### config.mk
export PLATFORM = sky130hd
export DESIGN_NAME = mux4_rr_scheduler
export DESIGN_NICKNAME = d
export VERILOG_FILES = /design/src/rtl/mux4_rr_scheduler.sv
export SDC_FILE = /design/constraint.sdc
export NUM_CORES = 1
export LEC_CHECK = 0
export CORE_MARGIN = 5
export CORE_UTILIZATION = 49
export CTS_CLUSTER_SIZE = 20
export DETAILED_ROUTE_END_ITERATION = 8
export GPL_TIMING_DRIVEN = 0
export HOLD_SLACK_MARGIN = 0.03
export PLACE_DENSITY = 0.86
export SLEW_MARGIN = 30
export SYNTH_ARGS = -nofsm -noshare
export SYNTH_HDL_FRONTEND = slang
export SYNTH_SLANG_ARGS = --single-unit
### constraint.sdc
create_clock -name clk -period 2.4 [get_ports clk]
set_input_delay 0.6 -clock clk [delete_from_list [all_inputs] [get_ports clk]]
set_output_delay 0.6 -clock clk [all_outputs]
set_load 0.05 [all_outputs]
### src/rtl/mux4_rr_scheduler.sv
// Round-robin scheduler for a shared 4:1 mux. Arbitrates four request
// lines, registers a one-hot grant plus mux select, limits each owner's
// tenure to MAX_HOLD cycles while others wait, and registers the selected
// data with a valid flag for the downstream consumer.
module mux4_rr_scheduler #(
  parameter int DW       = 1,
  parameter int MAX_HOLD = 8
) (
  input  logic          clk,
  input  logic          rst_n,
  input  logic [3:0]    req,
  input  logic [4*DW-1:0] din,
  output logic [3:0]    gnt,
  output logic [1:0]    sel,
  output logic [DW-1:0] dout,
  output logic          dout_valid
);

  typedef enum logic {IDLE, GRANT} state_t;

  localparam logic [7:0] MAX_H = 8'(MAX_HOLD);

  state_t       state, state_nxt;
  logic [1:0]   ptr, ptr_nxt;
  logic [7:0]   hold_cnt, hold_nxt;
  logic [3:0]   gnt_nxt;
  logic [1:0]   sel_nxt;
  logic [1:0]   win;
  logic         found;
  logic [DW-1:0] ch [4];

  // Split the flat data bus into per-channel slices for the output mux.
  for (genvar k = 0; k < 4; k++) begin : g_ch
    assign ch[k] = din[k*DW +: DW];
  end

  // Round-robin search: first requesting channel starting at ptr.
  always_comb begin
    // NOTE: every variable written here gets a default first so no latch is inferred.
    found = 1'b0;
    win   = ptr;
    // Scan from the farthest offset down so the nearest requester wins last.
    for (int i = 3; i >= 0; i--) begin
      if (req[ptr + 2'(i)]) begin
        found = 1'b1;
        win   = ptr + 2'(i);
      end
    end
  end

  // Next-state logic: ownership, tenure counter, pointer and grant outputs.
  always_comb begin
    state_nxt = state;
    ptr_nxt   = ptr;
    hold_nxt  = hold_cnt;
    gnt_nxt   = gnt;
    sel_nxt   = sel;

    if (state == GRANT && req[sel] && hold_cnt < MAX_H) begin
      // Owner keeps the mux until its tenure expires.
      hold_nxt = hold_cnt + 8'd1;
    end else if (state == GRANT && req[sel] && (req & ~(4'b0001 << sel)) == 4'b0000) begin
      // Tenure expired but nobody else waits: restart the owner's tenure.
      hold_nxt = 8'd1;
    end else if (found) begin
      // New grant: from idle, on release, or on tenure expiry. On expiry the
      // owner loses because ptr already points past it.
      state_nxt = GRANT;
      gnt_nxt   = 4'b0001 << win;
      sel_nxt   = win;
      ptr_nxt   = win + 2'd1;
      hold_nxt  = 8'd1;
    end else begin
      // No requester at all: go idle, sel keeps its last value.
      state_nxt = IDLE;
      gnt_nxt   = 4'b0000;
      hold_nxt  = 8'd0;
    end
  end

  // State, pointer, tenure and grant registers.
  always_ff @(posedge clk or negedge rst_n) begin
    if (!rst_n) begin
      state    <= IDLE;
      ptr      <= 2'd0;
      hold_cnt <= 8'd0;
      gnt      <= 4'b0000;
      sel      <= 2'd0;
    end else begin
      // NOTE: sequential state uses non-blocking assignments so all registers update together.
      state    <= state_nxt;
      ptr      <= ptr_nxt;
      hold_cnt <= hold_nxt;
      gnt      <= gnt_nxt;
      sel      <= sel_nxt;
    end
  end

  // Data stage: register the currently selected channel and its validity.
  always_ff @(posedge clk or negedge rst_n) begin
    if (!rst_n) begin
      dout       <= '0;
      dout_valid <= 1'b0;
    end else begin
      dout       <= ch[sel];
      dout_valid <= (state == GRANT) && req[sel];
    end
  end

endmodule

==> summary.txt <==
Status: finished clean
Starting density of the core: 52.4%
Vias in the first global route: 705
Tot GR Track Use: 16.0%
Crit end category: primary output
DP Wirelength: 1390 um
Simple-gate share of the synthesized area: 15.2%
Most frequent cell after synthesis: dfrtp_1
Layout cell share with drive strength beyond 1: 18.8%
Largest family of logic cells by synthesized area: simple AND/OR/NAND/NOR gates
Die area: 0.00286 mm2
CP bufs+invs: 1
Clock Latency Late Sink: 310 ps
Multi-input logic area: 434 um2
Die width: 53.4 um
# rows: 15
Pre-antenna DRT Iters: 4
RSZ-0062 raised after global routing: no
Wire per inst: 14.9 um
Asr flop ratio synth: 100%
CP max FO: 6
Final slew viol count: 0
Initial antenna violation count: 0
Synth Area in Compound Gates: 12.0%
I/O pin total: 18
Remaining DRCs: 0
Final Hold Violating Endpoints: 0
Largest net degree at the start of global routing: 20
Post-Synthesis Cells: 72
Max IR drop VDD: 0.613 mV
Total core area: 0.00176 mm2
Least-Margin Pin Slew: 865 ps
Post-Synth XOR/XNOR Area: 2.84%
Crit-path slowest cell: clkdlybuf4s50_1
Max-Cap Viols: 0
Critical path's largest stage delay: 860 ps
EDFF count, synth: 0
Storage cell area: 475 um2
Worst path required time: 1800 ps
Clock buffer depth: 2
DRT iter0 DRCs: 11
Total Wirelength: 1800 um
Startpoint Class: register
Hold Path Class: register to register
Clock-pin slew on the worst setup and hold paths: 110 ps
Avg Inst Size Synth: 12.8 um2
Ys flop type: dfrtp_1
Fin Setup TNS: 0 ps
Post-CTS resize count: 0
Nets: 108
Total number of vias: 645
Lkg Pwr: 0.504 nW
Setup Fix Bufs, Post-CTS: 0
Clk sinks: 19
Worst rel slew slack: 41.9%
Worst-path cell chain: clkdlybuf4s50_1
Overflow after GRT: 0
Crit-path leading delay family: buffers and inverters
Pwr/cell area: 1190 mW/mm2
Area delta synth->final: 26.0%
Critical Path Start: sel[1]$_DFFE_PN0P_
CTS Root Cell: clkbuf_4
Ant diodes: 0
Pwr Total: 1.39 mW
Hold wc startpoint: hold_cnt[0]$_DFF_PN0_
Cell Area, Synth: 925 um2
Achievable frequency: 443 MHz
Global-route wire length before repair: 3100 um
FF+latch count, synth: 19
Vias per cell: 5.33
Finish-stage setup viols: 0
Die height: 53.4 um
Synth Area in Adders: 1.35%
Hold buffers post-CTS: 0
Yosys cell types: 34
H-tree depth: 1
Post-synthesis mux area share: 13.9%
Synth top area share: 51.4%
CTS tree: built
Reg2reg start: sel[0]$_DFFE_PN0P_
Kind of critical path: register to primary output
Filler cells: 139
Post-route ant nets: 0
Synth top cells by count: dfrtp_1 (19), nor2_1 (5), mux2_4 (4), nor3_1 (4)
Buffers on Ports: 17
Final GP Congestion: 0.748
Hold WS: 520 ps
Period utilization: 94.0%
Syn. warnings: 0
Num CTS Buffers: 3
Skew final: 14.3 ps
Critical Path AT: 1660 ps
Final Critical Period: 2260 ps
Area leader, netlist: dfrtp_1
Sequential area share after synthesis: 51.4%
Synth top area cells: dfrtp_1 (51%), mux2_4 (6.5%), mux4_1 (2.8%)
metal layers:
| layer | routed length [um] | global-route usage [%] | part of all wire, % |
|---|---|---|---|
| met5 | 0 | 0 | 0 |
| met4 | 59 | 10.2 | 3.3 |
| met2 | 951 | 28.2 | 53 |
| met1 | 737 | 17.3 | 41 |
| met3 | 51 | 2.82 | 2.8 |
state kept, by name (all words and copies together), names as in the netlist:
register    count
gnt             4
sel             2
hold_cnt        8
dout_valid      1
ptr             2
state           1
dout            1
report_power, final:
group | leakage, nW | internal, mW | switching [mW] | total [mW]
clock network | 0.0177 | 0.0622 | 0.0982 | 0.160
logic | 0.257 | 0.319 | 0.429 | 0.748
registers | 0.229 | 0.408 | 0.0702 | 0.478
layout make-up:
class / instances / area share (%)
Clock inverter: 1 / 0.430
Timing Repair Buffer: 17 / 14.6
Inverter: 4 / 1.29
Multi-Input combinational cell: 51 / 37.3
Tap cell: 25 / 2.69
Clock buffer: 3 / 1.93
Sequential cell: 19 / 40.8
Buffer: 1 / 0.967
per-stage QoR:
step                instance area [um2]  std cells  utilization (%)  worst slack [ps]
finish                             1160        121             66.0               143
global placement                   1140        117             64.5             -61.6
floorplan                           936         75                -               334
detailed placement                 1140        117             64.5              -149
global route                       1160        121             66.0              94.7
CTS                                1160        121             66.0               142
worst paths after layout:
path | endpoint | slack [ps] | cells past startpoint
min | hold_cnt[0]$_DFF_PN0_ | 520 | 1
min in group asynchronous | gnt[1]$_DFFE_PN0P_ | 740 | 1
max reg2reg | sel[0]$_DFFE_PN0P_ | 590 | 6
max in group asynchronous | dout_valid$_DFF_PN0_ | 1160 | 1
min reg2reg | hold_cnt[0]$_DFF_PN0_ | 520 | 1
max | sel[1] | 140 | 1
cell families (layout without fill, tap and decap cells):
logic type	count (synthesis)	in the layout
simple gates	22	22
flops	19	19
compound gates	13	13
mux	8	8
buf+inv	5	26
xor+xnor	3	3
fa+ha+maj	1	1
other cells	1	4
cells in the final DEF (no fill, tap or decap), types with 3 or more instances in the layout:
cell,n
dfrtp_1,19
nand2b_1,3
clkbuf_4,3
mux2_4,4
clkdlybuf4s50_1,17
inv_1,3
conb_1,4
nor3_1,4
nor2_1,5
No activity file was read; power rests on OpenSTA's default activity.
